<file path="src/rtl/dz_hatch_seq.sv">
// Egg-hatch sequencer: steps egg images on tick, then reveals a random animal or shows failure.
// Optional: define DZ_FAIL_BLINK_EN to make fail_show toggle on each unpaused tick in FAIL.
module dz_hatch_seq #(
  parameter int unsigned STAGES     = 16,
  parameter int unsigned HOLD_TICKS = 3,
  parameter int unsigned FAIL_TICKS = 4
) (
  input  logic       clk,
  input  logic       rst,
  input  logic       start,
  input  logic       tick,
  input  logic       pause,
  input  logic       fail,
  input  logic [1:0] rand_val,
  output logic       rand_en,
  output logic [3:0] img_num,
  output logic       img_load,
  output logic       fail_show,
  output logic       busy,
  output logic       done
);

  localparam int unsigned CntMax = (HOLD_TICKS > FAIL_TICKS) ? HOLD_TICKS : FAIL_TICKS;
  localparam int unsigned CntW   = (CntMax < 2) ? 1 : $clog2(CntMax + 1);

  typedef enum logic [2:0] {StIdle, StGrow, StReveal, StHold, StFail} state_e;

  state_e          state_q, state_d;
  logic [3:0]      stage_q, stage_d;
  logic [CntW-1:0] cnt_q, cnt_d;
  logic [3:0]      img_num_q, img_num_d;
  logic            img_load_q, img_load_d;
  logic            fail_show_q, fail_show_d;
  logic            rand_en_q, rand_en_d;
  logic            busy_q, busy_d;
  logic            done_q, done_d;

  logic       adv;
  logic [3:0] stage_inc;
  logic [CntW:0] cnt_inc;

  assign adv       = tick && !pause;
  assign stage_inc = stage_q + 4'd1;
  assign cnt_inc   = {1'b0, cnt_q} + 1'b1;

  always_comb begin
    state_d     = state_q;
    stage_d     = stage_q;
    cnt_d       = cnt_q;
    img_num_d   = img_num_q;
    img_load_d  = 1'b0;
    fail_show_d = fail_show_q;
    rand_en_d   = rand_en_q;
    busy_d      = busy_q;
    done_d      = 1'b0;
    unique case (state_q)
      StIdle: begin
        if (start) begin
          state_d    = StGrow;
          stage_d    = 4'd0;
          img_num_d  = 4'd0;
          img_load_d = 1'b1;
          rand_en_d  = 1'b1;
          busy_d     = 1'b1;
        end
      end
      StGrow: begin
        if (fail) begin
          state_d     = StFail;
          fail_show_d = 1'b1;
          rand_en_d   = 1'b0;
          cnt_d       = '0;
        end else if (tick && stage_q == 4'(STAGES - 1)) begin
          // Last egg stage: pause deliberately does not hold off the reveal.
          state_d   = StReveal;
          rand_en_d = 1'b0;
        end else if (adv) begin
          stage_d    = stage_inc;
          img_num_d  = {1'b0, stage_inc[3:1]};
          img_load_d = ~stage_inc[0];
        end
      end
      StReveal: begin
        state_d    = StHold;
        img_num_d  = 4'd8 + {2'b00, rand_val};
        img_load_d = 1'b1;
        cnt_d      = '0;
      end
      StHold: begin
        if (adv) begin
          if (cnt_inc >= (CntW + 1)'(HOLD_TICKS)) begin
            state_d = StIdle;
            done_d  = 1'b1;
            busy_d  = 1'b0;
            cnt_d   = '0;
          end else begin
            cnt_d = cnt_inc[CntW-1:0];
          end
        end
      end
      StFail: begin
        if (adv) begin
          if (cnt_inc >= (CntW + 1)'(FAIL_TICKS)) begin
            state_d     = StIdle;
            fail_show_d = 1'b0;
            img_num_d   = 4'd0;
            img_load_d  = 1'b1;
            busy_d      = 1'b0;
            cnt_d       = '0;
          end else begin
            cnt_d = cnt_inc[CntW-1:0];
`ifdef DZ_FAIL_BLINK_EN
            fail_show_d = ~fail_show_q;
`endif
          end
        end
      end
      default: state_d = StIdle;
    endcase
  end

  always_ff @(posedge clk or negedge rst) begin
    if (!rst) begin
      state_q     <= StIdle;
      stage_q     <= 4'd0;
      cnt_q       <= '0;
      img_num_q   <= 4'd0;
      img_load_q  <= 1'b0;
      fail_show_q <= 1'b0;
      rand_en_q   <= 1'b0;
      busy_q      <= 1'b0;
      done_q      <= 1'b0;
    end else begin
      state_q     <= state_d;
      stage_q     <= stage_d;
      cnt_q       <= cnt_d;
      img_num_q   <= img_num_d;
      img_load_q  <= img_load_d;
      fail_show_q <= fail_show_d;
      rand_en_q   <= rand_en_d;
      busy_q      <= busy_d;
      done_q      <= done_d;
    end
  end

  assign rand_en   = rand_en_q;
  assign img_num   = img_num_q;
  assign img_load  = img_load_q;
  assign fail_show = fail_show_q;
  assign busy      = busy_q;
  assign done      = done_q;

endmodule

</file>
<file path="config.mk">
export PLATFORM = sky130hd
export DESIGN_NAME = dz_hatch_seq
export DESIGN_NICKNAME = d
export VERILOG_FILES = /design/src/rtl/dz_hatch_seq.sv
export SDC_FILE = /design/constraint.sdc
export NUM_CORES = 1
export LEC_CHECK = 0
export ABC_AREA = 1
export ABC_CLOCK_PERIOD_IN_PS = 2100
export BUFFER_PORTS_ARGS = -buffer_cell sky130_fd_sc_hd__clkbuf_2
export CORE_MARGIN = 1
export CORE_UTILIZATION = 60
export DETAILED_ROUTE_END_ITERATION = 8
export PLACE_DENSITY = 0.83
export SETUP_SLACK_MARGIN = 0.05
export SKIP_LAST_GASP = 1
export SLEW_MARGIN = 20
export SYNTH_ARGS = -nofsm -noshare
export SYNTH_HDL_FRONTEND = slang
export SYNTH_SLANG_ARGS = --single-unit
export TNS_END_PERCENT = 20
</file>
<file path="constraint.sdc">
create_clock -name clk -period 2.1 [get_ports clk]
set_input_delay 0 -clock clk [delete_from_list [all_inputs] [get_ports clk]]
set_output_delay 0 -clock clk [all_outputs]
set_load 0.01 [all_outputs]
</file>
==> impl_metrics.xml, run 1 <==
<?xml version="1.0" encoding="UTF-8"?>
<metrics>
  <group name="yosys">
    <metric name="synthSimpleGateAreaFrac" unit="%">40.9</metric>
    <metric name="netlist_instances" unit="">151</metric>
    <metric name="muxShareOfSynthArea" unit="%">0</metric>
    <metric name="compound_gate_fraction_of_synth_area" unit="%">7.52</metric>
    <metric name="syn-mean-instance-area" unit="sq um">7.93</metric>
    <metric name="post_synth_instance_area" unit="sq mm">0.00120</metric>
    <metric name="synth_top_family_by_area" unit="">simple AND/OR/NAND/NOR gates</metric>
    <metric name="seq_cells_post_synth" unit="">19</metric>
    <metric name="adder_and_majority_cell_fraction_of_the_synthesized_area" unit="%">3.13</metric>
    <metric name="synth.yosys.warnings" unit="">0</metric>
    <metric name="synth.yosys.seq_area_share" unit="%">39.7</metric>
    <metric name="synth.net_count" unit="">162</metric>
    <metric name="synthesized_area_fraction_occupied_by_xor_and_xnor_cells" unit="%">0.731</metric>
    <metric name="synth.distinct_cells" unit="">26</metric>
  </group>
  <group name="place">
    <metric name="detailed_place.area" unit="sq mm">0.00129</metric>
    <metric name="post-place-ws" unit="ns">0.560</metric>
    <metric name="placement.io_buffers" unit="">16</metric>
    <metric name="place_congestion" unit="">0.872</metric>
    <metric name="dp_hpwl" unit="um">1980</metric>
    <metric name="dp_cells" unit="">190</metric>
  </group>
  <group name="final_layout">
    <metric name="antenna_cells" unit="">0</metric>
    <metric name="layout.cells.non_filler" unit="">196</metric>
    <metric name="area_of_all_placed_cells_without_fillers" unit="sq mm">0.00133</metric>
    <metric name="area.growth.synth_to_final" unit="%">11.4</metric>
    <metric name="final_layout_size_suffix_gt1_share" unit="%">26.3</metric>
    <metric name="layout.cells.most_common" unit="">nand2_1</metric>
    <metric name="core_utilization_of_the_finished_layout" unit="%">74.0</metric>
    <metric name="nFillCells" unit="">161</metric>
    <metric name="final_cell_mix" unit="">nand2_1 (47), dfrtp_1 (19), inv_1 (17)</metric>
    <metric name="layout.nets" unit="">183</metric>
  </group>
  <group name="clock_network">
    <metric name="htree_num_levels" unit="">1</metric>
    <metric name="tritoncts.num_buffers" unit="">3</metric>
    <metric name="clock_tree.buffer_depth" unit="">2</metric>
    <metric name="clock-sinks" unit="">19</metric>
    <metric name="worst_setup_hold_path_clk_slew" unit="ns">0.11</metric>
    <metric name="tritoncts" unit="">built</metric>
    <metric name="cts_resized" unit="">0</metric>
    <metric name="postCtsSetupRepairBufs" unit="">0</metric>
    <metric name="clk-insertion-delay-late" unit="ns">0.31</metric>
    <metric name="clock-root-buffer" unit="">clkbuf_4</metric>
  </group>
  <group name="global_route">
    <metric name="grt_first_pass_wirelength" unit="um">4060</metric>
    <metric name="sum_of_overflow_across_all_layers_after_global_routing" unit="">0</metric>
    <metric name="grt_max_degree" unit="">20</metric>
    <metric name="global_route.usage.total" unit="%">26.9</metric>
    <metric name="initial_antenna_violation_count" unit="">0</metric>
    <metric name="vias_in_the_first_global_route" unit="">977</metric>
  </group>
  <group name="detailed_routing">
    <metric name="via_per_inst" unit="">5.41</metric>
    <metric name="wire_per_inst" unit="um">12.7</metric>
    <metric name="antenna_left" unit="">0</metric>
    <metric name="route.vias.total" unit="">1060</metric>
    <metric name="detail_route.iter0.violations" unit="">28</metric>
    <metric name="wl" unit="um">2490</metric>
    <metric name="drc" unit="">0</metric>
    <metric name="detail_route.first_pass.iterations" unit="">5</metric>
  </group>
  <group name="worst_setup_path">
    <metric name="critical_path_peak_fanout" unit="">8</metric>
    <metric name="worst_ep_required_time" unit="ns">2.29</metric>
    <metric name="startpoint_type" unit="">register</metric>
    <metric name="criticalPathCategory" unit="">register to register</metric>
    <metric name="cp.arrival" unit="ns">1.77</metric>
    <metric name="setup.worst_path.end_class" unit="">register</metric>
  </group>
  <group name="timing">
    <metric name="period_share" unit="%">75.1</metric>
    <metric name="timing.max_slew.rel_slack" unit="%">67.9</metric>
    <metric name="setup_viol" unit="">0</metric>
    <metric name="fin_skew" unit="ns">0.00696</metric>
    <metric name="tightest_slew" unit="ns">0.482</metric>
    <metric name="period_minus_slack" unit="ns">1.58</metric>
    <metric name="timing_max_transition_violations_final" unit="">0</metric>
    <metric name="unrepaired_setup_endpoints_after_global_routing" unit="">no</metric>
    <metric name="final.setup.worst_slack" unit="ns">0.522</metric>
    <metric name="report.final.hold_viol_count" unit="">0</metric>
    <metric name="fin_tns_setup" unit="ns">0</metric>
    <metric name="max_freq" unit="MHz">634</metric>
  </group>
  <group name="floorplanning">
    <metric name="placement_rows" unit="">15</metric>
    <metric name="design.core.area" unit="sq mm">0.00180</metric>
    <metric name="dieWidth" unit="um">46.7</metric>
    <metric name="die_h" unit="um">46.7</metric>
    <metric name="design.portCount" unit="">17</metric>
    <metric name="design.die.area" unit="sq mm">0.00218</metric>
    <metric name="floorplan.initialDensity" unit="%">66.5</metric>
  </group>
  <group name="min_path">
    <metric name="hold_path.class" unit="">input pin to register</metric>
  </group>
  <group name="power_and_ir_drop">
    <metric name="power.density" unit="mW/mm^2">1410</metric>
    <metric name="cellLeakagePower" unit="nW">0.750</metric>
    <metric name="irDropWorstVdd" unit="uV">875</metric>
  </group>
  <group name="status">
    <metric name="status" unit="">completed</metric>
  </group>
  <group name="flow_run">
    <metric name="cap_viol_max_count" unit="">0</metric>
  </group>
</metrics>
==> metal layers <==
| layer | vias to the layer above | track usage [%] | wire length (um) |
|---|---|---|---|
| met4 | 0 | 12.6 | 52 |
| met5 | - | 0 | 0 |
| met2 | 33 | 45.6 | 1220 |
| li1 | 527 | - | - |
| met1 | 491 | 32.1 | 1120 |
| met3 | 9 | 5.49 | 93 |
==> area by class of cell <==
class / instances / area, sq um / share of cell area, %
clock buffer: 3 / 22.5 / 1.69
multi-input combinational: 111 / 626 / 46.9
tap: 25 / 31.3 / 2.35
inverter: 19 / 73.8 / 5.53
clock inverter: 1 / 5.00 / 0.375
timing repair buffer: 18 / 100 / 7.50
sequential: 19 / 475 / 35.6
==> Yosys cell counts <==
| master | n | area [sq um] |
|---|---|---|
| nand2_1 | 47 | 176 |
| nor2_1 | 7 | 26.3 |
| xor2_1 | 1 | 8.76 |
| o211ai_1 | 1 | 7.51 |
| or2_2 | 1 | 6.26 |
| nor2_2 | 1 | 6.26 |
| o21ai_2 | 1 | 8.76 |
| nand4_1 | 3 | 18.8 |
| nor2_4 | 4 | 45.0 |
| o21ai_1 | 3 | 15.0 |
| nand3_2 | 3 | 30.0 |
| nand4_4 | 1 | 21.3 |
| a21oi_2 | 1 | 8.76 |
| ha_1 | 3 | 37.5 |
| inv_4 | 1 | 6.26 |
| nor3_1 | 1 | 5.00 |
| nand3_1 | 12 | 60.1 |
| inv_2 | 1 | 3.75 |
| inv_1 | 17 | 63.8 |
| buf_6 | 2 | 22.5 |
| dfrtp_1 | 19 | 475 |
| nand3b_4 | 1 | 20.0 |
| nand2_2 | 9 | 56.3 |
| a21oi_1 | 2 | 10.0 |
| nand3_4 | 1 | 17.5 |
| o21ai_0 | 8 | 40.0 |
==> worst max-delay path, cell delays in order, from the launching register on <==
cell and delay, ns:
dfrtp_1 0.64, nor2_4 0.11, nand2_2 0.13, inv_1 0.08, nand2_2 0.12, nand3_2 0.14
o21ai_0 0.18, nand2_1 0.07
==> state kept, by name, indices dropped and copies added, names as in the netlist <==
register / cells
busy: 1
cnt_q: 3
done: 1
fail_show: 1
img_load: 1
img_num: 4
rand_en: 1
stage_q: 4
state_q: 3
==> repair_timing <==
| action | 4_1_cts | 5_1_grt |
|---|---|---|
| hold buffers | 2 | 0 |
| endpoints found under the hold margin | 20 | 0 |
| endpoints found under the setup margin | 0 | 0 |
==> per-stage QoR <==
step           hold WS, ns  power (W)
2_1_floorplan       -0.296    0.00147
3_3_place_gp       -0.0329    0.00165
5_1_grt             0.0303    0.00203
3_5_place_dp       -0.0240    0.00169
6_report            0.0187    0.00188
4_1_cts             0.0191    0.00188
==> path summary, 6_finish.rpt <==
kind | startpoint | endpoint | slack, ns | depth (start not counted)
worst min-delay path | fail | fail_show | 0.02 | 3
max in group asynchronous | rst | done | 1.60 | 2
worst min register to register | rand_en | rand_en | 0.49 | 2
min in group asynchronous | rst | stage_q[1] | 0.16 | 2
worst max register to register | state_q[0] | img_num[0] | 0.52 | 7
worst max-delay path | state_q[0] | img_num[0] | 0.52 | 7
==> report_power, final <==
group / switching, W / internal, W
registers: 0.000151 / 0.000480
logic: 0.000697 / 0.000364
clock network: 0.000117 / 0.0000712
total: 0.000965 / 0.000915
==> cell families after synthesis <==
kind of cell	Yosys count
flops	19
xor+xnor	1
buf+inv	21
compound gates	16
simple gates	91
fa+ha+maj	3
Power figures use the tool's default switching activity.
==> run 2: changes to the inputs <==
--- a/config.mk
+++ b/config.mk
@@ -5,13 +5,13 @@
 export SDC_FILE = /design/constraint.sdc
 export NUM_CORES = 1
 export LEC_CHECK = 0
-export ABC_AREA = 1
-export ABC_CLOCK_PERIOD_IN_PS = 2100
+export ABC_AREA = 0
+export ABC_CLOCK_PERIOD_IN_PS = 1600
 export BUFFER_PORTS_ARGS = -buffer_cell sky130_fd_sc_hd__clkbuf_2
 export CORE_MARGIN = 1
-export CORE_UTILIZATION = 60
+export CORE_UTILIZATION = 55
 export DETAILED_ROUTE_END_ITERATION = 8
-export PLACE_DENSITY = 0.83
+export PLACE_DENSITY = 0.77
 export SETUP_SLACK_MARGIN = 0.05
 export SKIP_LAST_GASP = 1
 export SLEW_MARGIN = 20
==> constraint.sdc (replaced) <==
create_clock -name clk -period 1.6 [get_ports clk]
set_input_delay 0 -clock clk [delete_from_list [all_inputs] [get_ports clk]]
set_output_delay 0 -clock clk [all_outputs]
set_load 0.01 [all_outputs]
==> run 2 against run 1 <==
Effect of this change: die area is 6.1% higher; maximum frequency is 1.3% lower; critical path depth is 2 lower; non-clock buffer count is 15 higher; first-iteration DRC count is 29% lower; largest power group unchanged.
==> impl_metrics.xml, run 2 <==
<?xml version="1.0" encoding="UTF-8"?>
<metrics>
  <group name="status">
    <metric name="status" unit="">completed</metric>
  </group>
  <group name="timing">
    <metric name="timing.max_slew.rel_slack" unit="%">69.7</metric>
    <metric name="period_share" unit="%">99.9</metric>
    <metric name="setup_viol" unit="">0</metric>
    <metric name="timing_max_transition_violations_final" unit="">0</metric>
    <metric name="tightest_slew" unit="ns">0.454</metric>
    <metric name="period_minus_slack" unit="ns">1.60</metric>
    <metric name="final.setup.worst_slack" unit="ns">0.00104</metric>
    <metric name="report.final.hold_viol_count" unit="">0</metric>
    <metric name="fin_skew" unit="ns">0.0112</metric>
    <metric name="max_freq" unit="MHz">625</metric>
    <metric name="hold_slack" unit="ns">0.0385</metric>
    <metric name="unrepaired_setup_endpoints_after_global_routing" unit="">yes</metric>
  </group>
  <group name="power_and_ir_drop">
    <metric name="power.density" unit="mW/mm^2">1220</metric>
    <metric name="power_total" unit="W">0.00176</metric>
    <metric name="share_clk_of_total_power" unit="%">13.7</metric>
    <metric name="switching_share" unit="%">40.5</metric>
    <metric name="p_seq_share" unit="%">38.1</metric>
    <metric name="switchingPower" unit="W">0.000712</metric>
    <metric name="combPwrFrac" unit="%">48.2</metric>
    <metric name="irDropWorstVdd" unit="uV">844</metric>
    <metric name="cellLeakagePower" unit="nW">0.674</metric>
    <metric name="internal_power_contribution" unit="W">0.00105</metric>
  </group>
  <group name="clock_network">
    <metric name="tritoncts.num_buffers" unit="">3</metric>
    <metric name="tritoncts" unit="">built</metric>
    <metric name="worst_setup_hold_path_clk_slew" unit="ns">0.10</metric>
    <metric name="clk-insertion-delay-late" unit="ns">0.30</metric>
    <metric name="clock_tree.buffer_depth" unit="">2</metric>
    <metric name="htree_num_levels" unit="">1</metric>
    <metric name="clock-sinks" unit="">19</metric>
    <metric name="clock-root-buffer" unit="">clkbuf_4</metric>
  </group>
  <group name="worst_setup_path">
    <metric name="setup.worst_path.end_class" unit="">register</metric>
    <metric name="timing.reg2reg.worst_path_depth" unit="">5</metric>
    <metric name="setup.reg_to_reg.worst_slack" unit="ns">0.001</metric>
    <metric name="critical_path.cell_chain" unit="">ha_2, and2_4, a2111oi_4, o31ai_2, a22o_1</metric>
    <metric name="critical_path_peak_fanout" unit="">4</metric>
    <metric name="cp_slowest_cell" unit="">dfrtp_1</metric>
    <metric name="criticalPathCategory" unit="">register to register</metric>
    <metric name="cp.arrival" unit="ns">1.79</metric>
    <metric name="r2r-start" unit="">cnt_q[1]</metric>
    <metric name="cp_num_buf_inv" unit="">0</metric>
    <metric name="worst_ep_required_time" unit="ns">1.79</metric>
    <metric name="critical_path.max_stage_delay" unit="ns">0.40</metric>
    <metric name="worst_r2r_endpoint" unit="">img_num[0]</metric>
    <metric name="worst_path_dominant_cell_family" unit="">compound AO/OA/AOI/OAI gates</metric>
    <metric name="startpoint_type" unit="">register</metric>
    <metric name="first_element_of_the_critical_path" unit="">cnt_q[1]</metric>
  </group>
  <group name="yosys">
    <metric name="synth.yosys.warnings" unit="">0</metric>
    <metric name="post_synth_instance_area" unit="sq mm">0.00117</metric>
    <metric name="synthDominantCellAreaShare" unit="%">40.7</metric>
    <metric name="synthTopCellsByArea" unit="">dfrtp_1 (41%), a21oi_1 (5.1%), ha_1 (3.2%)</metric>
    <metric name="syn-mean-instance-area" unit="sq um">9.34</metric>
    <metric name="yosys.cell_count.top_type" unit="">dfrtp_1</metric>
    <metric name="synth_flop_cell" unit="">dfrtp_1</metric>
    <metric name="synth_area_leader_cell" unit="">dfrtp_1</metric>
    <metric name="seq_cells_post_synth" unit="">19</metric>
    <metric name="async_flop_share" unit="%">100</metric>
    <metric name="netlist_top_cells_count" unit="">dfrtp_1 (19), a21oi_1 (12), nand2_1 (8), nor2_1 (8), o21ai_1 (7)</metric>
    <metric name="synth.yosys.seq_area_share" unit="%">40.7</metric>
    <metric name="count_of_flip_flops_with_a_built_in_enable_after_synthesis" unit="">0</metric>
    <metric name="synth.distinct_cells" unit="">40</metric>
    <metric name="netlist_instances" unit="">125</metric>
    <metric name="synth.net_count" unit="">136</metric>
  </group>
  <group name="place">
    <metric name="placement.io_buffers" unit="">16</metric>
    <metric name="dp_cells" unit="">177</metric>
    <metric name="dp_hpwl" unit="um">2050</metric>
    <metric name="place_congestion" unit="">0.801</metric>
    <metric name="post-place-ws" unit="ns">-0.0373</metric>
  </group>
  <group name="global_route">
    <metric name="initial_antenna_violation_count" unit="">0</metric>
    <metric name="grt_first_pass_wirelength" unit="um">4550</metric>
    <metric name="grt.met3_usage" unit="%">4.91</metric>
    <metric name="vias_in_the_first_global_route" unit="">1016</metric>
    <metric name="grt_max_degree" unit="">20</metric>
    <metric name="grt.met2_usage" unit="%">48.4</metric>
    <metric name="grt_max_usage_layer" unit="">met2</metric>
    <metric name="grt.met1_usage" unit="%">36.9</metric>
    <metric name="global_route.usage.total" unit="%">28.8</metric>
    <metric name="sum_of_overflow_across_all_layers_after_global_routing" unit="">0</metric>
  </group>
  <group name="detailed_routing">
    <metric name="via_per_inst" unit="">5.77</metric>
    <metric name="detail_route.first_pass.iterations" unit="">4</metric>
    <metric name="detail_route.iter0.violations" unit="">20</metric>
    <metric name="wl" unit="um">2710</metric>
    <metric name="antenna_left" unit="">0</metric>
    <metric name="drc" unit="">0</metric>
    <metric name="wire_per_inst" unit="um">14.8</metric>
    <metric name="route.vias.total" unit="">1056</metric>
  </group>
  <group name="floorplanning">
    <metric name="dieWidth" unit="um">48.1</metric>
    <metric name="design.die.area" unit="sq mm">0.00231</metric>
    <metric name="design.core.area" unit="sq mm">0.00198</metric>
    <metric name="placement_rows" unit="">16</metric>
    <metric name="design.portCount" unit="">17</metric>
    <metric name="die_h" unit="um">48.1</metric>
    <metric name="floorplan.initialDensity" unit="%">58.9</metric>
  </group>
  <group name="min_path">
    <metric name="min_path_cells" unit="">4</metric>
    <metric name="hold_path.class" unit="">input pin to register</metric>
    <metric name="hold_path.startpoint" unit="">rand_val[1]</metric>
    <metric name="timing.hold.worst_endpoint" unit="">img_num[1]</metric>
  </group>
  <group name="final_layout">
    <metric name="antenna_cells" unit="">0</metric>
    <metric name="layout.nets" unit="">168</metric>
    <metric name="layout.cells.non_filler" unit="">183</metric>
    <metric name="area.growth.synth_to_final" unit="%">23.5</metric>
    <metric name="final_cell_mix" unit="">dfrtp_1 (19), clkbuf_2 (16), buf_4 (15)</metric>
    <metric name="final_layout_size_suffix_gt1_share" unit="%">30.8</metric>
    <metric name="layout.cells.most_common" unit="">dfrtp_1</metric>
  </group>
  <group name="flow_run">
    <metric name="cap_viol_max_count" unit="">0</metric>
  </group>
</metrics>
## run 2: routing by layer
layer / vias to the layer above / wire [um]
met2: 23 / 1400
met4: 0 / 13
met3: 2 / 100
li1: 524 / -
met1: 507 / 1190
met5: - / 0
## run 2: power by group through the flow
stage                     combinational, W  sequential [W]  clock, W
after detailed placement          0.000838        0.000672         0
after floorplan                   0.000549        0.000671         0
final                             0.000848        0.000670  0.000241
after global placement            0.000817        0.000669         0
after CTS                         0.000842        0.000665  0.000250
after global routing              0.000943        0.000683  0.000266
## run 2: worst max-delay path by stage
stage,slack [ns],to,cells past startpoint
finish,0.001,img_num[0],5
global route,-0.11,img_num[2],5
CTS,0.0007,img_num[0],5
detailed placement,-0.04,busy,6
global placement,-0.008,img_num[1],5
floorplan,0.04,img_num[0],5
## run 2: cells by family (layout without fill, tap and decap cells)
kind of cell	Yosys count	count (layout)	share of synthesized area (%)
AND/OR/NAND/NOR	46	46	21.0
AO/OA/AOI/OAI	43	43	26.9
flip-flops	19	19	40.7
buffers and inverters	10	41	4.07
adder cells (fa/ha/maj)	3	3	3.22
XOR/XNOR	2	2	1.50
multiplexers	2	2	2.57
## run 2: worst reg2reg max path, stage by stage, from the launching register on
cell and delay, ns:
dfrtp_1 0.40, ha_2 0.19, and2_4 0.15, a2111oi_4 0.38, o31ai_2 0.15, a22o_1 0.22
## run 2: repair_timing
action	4_1_cts	5_1_grt
hold buffers	1	0
setup buffers	0	1
pin swaps	1	0
endpoints found under the setup margin	5	10
gates cloned	0	0
resized for setup	0	1
hold endpoints to repair	19	0
## run 2: metrics by stage
| step | util, % | cell area [sq um] | setup TNS (ns) |
|---|---|---|---|
| 4_1_cts | 72.0 | 1430 | 0 |
| 3_5_place_dp | 70.2 | 1390 | -0.126 |
| 3_3_place_gp | 70.2 | 1390 | -0.0149 |
| 6_report | 72.7 | 1440 | 0 |
| 5_1_grt | 72.7 | 1440 | -0.519 |
| 2_1_floorplan | - | 1180 | 0 |
## run 2: layout make-up
class,instances,area (sq um)
fill,157,541
tap,27,33.8
sequential,19,475
clock buffer,4,26.3
timing repair buffer,33,223
multi-input combinational,96,668
inverter,4,15.0
==> run 3: changes to the inputs <==
--- a/config.mk
+++ b/config.mk
@@ -6,7 +6,7 @@
 export NUM_CORES = 1
 export LEC_CHECK = 0
 export ABC_AREA = 0
-export ABC_CLOCK_PERIOD_IN_PS = 1600
+export ABC_CLOCK_PERIOD_IN_PS = 1770
 export BUFFER_PORTS_ARGS = -buffer_cell sky130_fd_sc_hd__clkbuf_2
 export CORE_MARGIN = 1
 export CORE_UTILIZATION = 55
==> constraint.sdc (replaced) <==
create_clock -name clk -period 1.77 [get_ports clk]
set_input_delay 0 -clock clk [delete_from_list [all_inputs] [get_ports clk]]
set_output_delay 0 -clock clk [all_outputs]
set_load 0.01 [all_outputs]
==> run 3 against run 2 <==
Effect of this change: routed wire length is 0.44% lower; utilization is 2.8 points lower; first-iteration DRC count is 130% higher; clock power is 9.1% lower; sequential power is 9.3% lower; largest power group unchanged; count of clock-buffer cells in the layout stayed put; final cell count is 3.8% lower; non-clock buffer count is 7 lower; flip-flop and latch count stayed put; power is 9.5% lower; cell area is 3.8% lower.
==> impl_metrics.xml, run 3 (synthesis gave the netlist of run 2 again) <==
<?xml version="1.0" encoding="UTF-8"?>
<metrics>
  <group name="clock_network">
    <metric name="htree_num_levels" unit="">1</metric>
    <metric name="clock-root-buffer" unit="">clkbuf_4</metric>
    <metric name="worst_setup_hold_path_clk_slew" unit="ns">0.11</metric>
    <metric name="clock-sinks" unit="">19</metric>
    <metric name="tritoncts" unit="">built</metric>
    <metric name="clock_tree.buffer_depth" unit="">2</metric>
    <metric name="clk-insertion-delay-late" unit="ns">0.29</metric>
    <metric name="tritoncts.num_buffers" unit="">3</metric>
  </group>
  <group name="final_layout">
    <metric name="final-seq-area" unit="sq um">475</metric>
    <metric name="multiInputGateArea" unit="sq um">678</metric>
    <metric name="layout.nets" unit="">161</metric>
    <metric name="layout.cells.most_common" unit="">dfrtp_1</metric>
    <metric name="area_of_all_placed_cells_without_fillers" unit="sq mm">0.00139</metric>
    <metric name="area.growth.synth_to_final" unit="%">18.8</metric>
    <metric name="antenna_cells" unit="">0</metric>
    <metric name="final_cell_mix" unit="">dfrtp_1 (19), clkbuf_2 (16), a21oi_1 (12)</metric>
    <metric name="final_layout_size_suffix_gt1_share" unit="%">27.5</metric>
    <metric name="nFillCells" unit="">155</metric>
  </group>
  <group name="flow_run">
    <metric name="cap_viol_max_count" unit="">0</metric>
  </group>
  <group name="timing">
    <metric name="fin_skew" unit="ns">0.00271</metric>
    <metric name="tightest_slew" unit="ns">0.464</metric>
    <metric name="unrepaired_setup_endpoints_after_global_routing" unit="">yes</metric>
    <metric name="fin_tns_setup" unit="ns">0</metric>
    <metric name="period_share" unit="%">97.0</metric>
    <metric name="period_minus_slack" unit="ns">1.72</metric>
    <metric name="max_freq" unit="MHz">582</metric>
    <metric name="setup_viol" unit="">0</metric>
    <metric name="timing_max_transition_violations_final" unit="">0</metric>
    <metric name="timing.max_slew.rel_slack" unit="%">69.1</metric>
    <metric name="final.setup.worst_slack" unit="ns">0.0524</metric>
    <metric name="report.final.hold_viol_count" unit="">0</metric>
  </group>
  <group name="place">
    <metric name="place_congestion" unit="">0.823</metric>
    <metric name="detailed_place.area" unit="sq mm">0.00130</metric>
    <metric name="dp_hpwl" unit="um">2000</metric>
    <metric name="post-place-ws" unit="ns">0.0219</metric>
    <metric name="placement.io_buffers" unit="">16</metric>
  </group>
  <group name="detailed_routing">
    <metric name="detail_route.first_pass.iterations" unit="">4</metric>
    <metric name="wire_per_inst" unit="um">15.3</metric>
    <metric name="detail_route.iter0.violations" unit="">45</metric>
    <metric name="drc" unit="">0</metric>
    <metric name="antenna_left" unit="">0</metric>
    <metric name="route.vias.total" unit="">1077</metric>
    <metric name="wl" unit="um">2700</metric>
    <metric name="via_per_inst" unit="">6.12</metric>
  </group>
  <group name="floorplanning">
    <metric name="die_h" unit="um">48.1</metric>
    <metric name="design.portCount" unit="">17</metric>
    <metric name="placement_rows" unit="">16</metric>
    <metric name="design.die.area" unit="sq mm">0.00231</metric>
    <metric name="dieWidth" unit="um">48.1</metric>
    <metric name="floorplan.initialDensity" unit="%">58.9</metric>
    <metric name="design.core.area" unit="sq mm">0.00198</metric>
  </group>
  <group name="worst_setup_path">
    <metric name="startpoint_type" unit="">register</metric>
    <metric name="setup.worst_path.end_class" unit="">register</metric>
    <metric name="cp.arrival" unit="ns">1.91</metric>
    <metric name="worst_ep_required_time" unit="ns">1.96</metric>
    <metric name="criticalPathCategory" unit="">register to register</metric>
    <metric name="setup.reg_to_reg.worst_slack" unit="ns">0.05</metric>
    <metric name="critical_path_peak_fanout" unit="">10</metric>
  </group>
  <group name="global_route">
    <metric name="vias_in_the_first_global_route" unit="">966</metric>
    <metric name="grt_first_pass_wirelength" unit="um">4340</metric>
    <metric name="global_route.usage.total" unit="%">26.9</metric>
    <metric name="grt_max_degree" unit="">20</metric>
    <metric name="initial_antenna_violation_count" unit="">0</metric>
    <metric name="sum_of_overflow_across_all_layers_after_global_routing" unit="">0</metric>
  </group>
  <group name="power_and_ir_drop">
    <metric name="irDropWorstVdd" unit="uV">703</metric>
    <metric name="cellLeakagePower" unit="nW">0.622</metric>
    <metric name="power.density" unit="mW/mm^2">1150</metric>
  </group>
  <group name="min_path">
    <metric name="hold_path.class" unit="">input pin to register</metric>
  </group>
  <group name="status">
    <metric name="status" unit="">completed</metric>
  </group>
</metrics>
==> run 3: cell types whose count changed in the layout (fill, tap and decap cells not counted) <==
cell,before,now
o22ai_2,1,0
buf_4,15,9
o311ai_1,2,1
o31ai_2,1,0
buf_12,1,0
o31ai_4,0,1
o22ai_1,1,2
o311ai_2,0,1
==> run 3: what timing repair did <==
item / 4_1_cts / 5_1_grt
hold endpoints to repair: 19 / 0
hold buffers: 1 / 0
setup buffers: 2 / 0
pin swaps: 3 / 1
endpoints found under the setup margin: 2 / 4
gates resized for setup: 4 / 2
==> run 3: layout make-up <==
| class | instances | share of cell area, % |
|---|---|---|
| inverters | 4 | 1.08 |
| repair buffers | 26 | 11.4 |
| multi-input cells | 96 | 48.9 |
| flip-flops and latches | 19 | 34.3 |
| well taps | 27 | 2.44 |
| clock buffers | 4 | 1.90 |
==> run 3: worst max-delay path, stage by stage (launching register included) <==
cell	delay, ns
dfrtp_1	0.50
or2_1	0.30
a2111oi_4	0.44
o31ai_4	0.13
a22o_1	0.24
==> run 3: final timing paths <==
path,startpoint,endpoint,cells after the start
worst max register to register,state_q[1],img_num[0],4
worst min-delay path,rand_val[0],img_num[0],4
max in group asynchronous,rst,img_load,2
worst max-delay path,state_q[1],img_num[0],4
min in group asynchronous,rst,done,2
worst min register to register,img_num[2],img_num[2],1
==> run 3: report_power, final <==
part	internal (W)	leakage, nW	total, W	switching [W]
Combinational	0.000326	0.362	0.000765	0.000439
Clock	0.0000875	0.0150	0.000219	0.000131
Sequential	0.000519	0.245	0.000608	0.0000891
==> run 3: stage by stage <==
step	hold slack, ns	cells	power, W	utilization, %
4_1_cts	0.0280	176	0.00157	69.2
3_3_place_gp	-0.0325	169	0.00127	65.7
3_5_place_dp	-0.0277	169	0.00130	65.7
2_1_floorplan	-0.296	125	0.00109	-
6_report	0.0304	176	0.00159	69.9
5_1_grt	0.0682	176	0.00170	69.9
==> run 3: routing by layer <==
layer,up-vias,track usage (%),part of all wire (%)
met5,-,0,0
met2,44,41.6,49
met3,6,3.40,4.8
li1,507,-,-
met1,520,38.6,46
met4,0,9.44,0.85
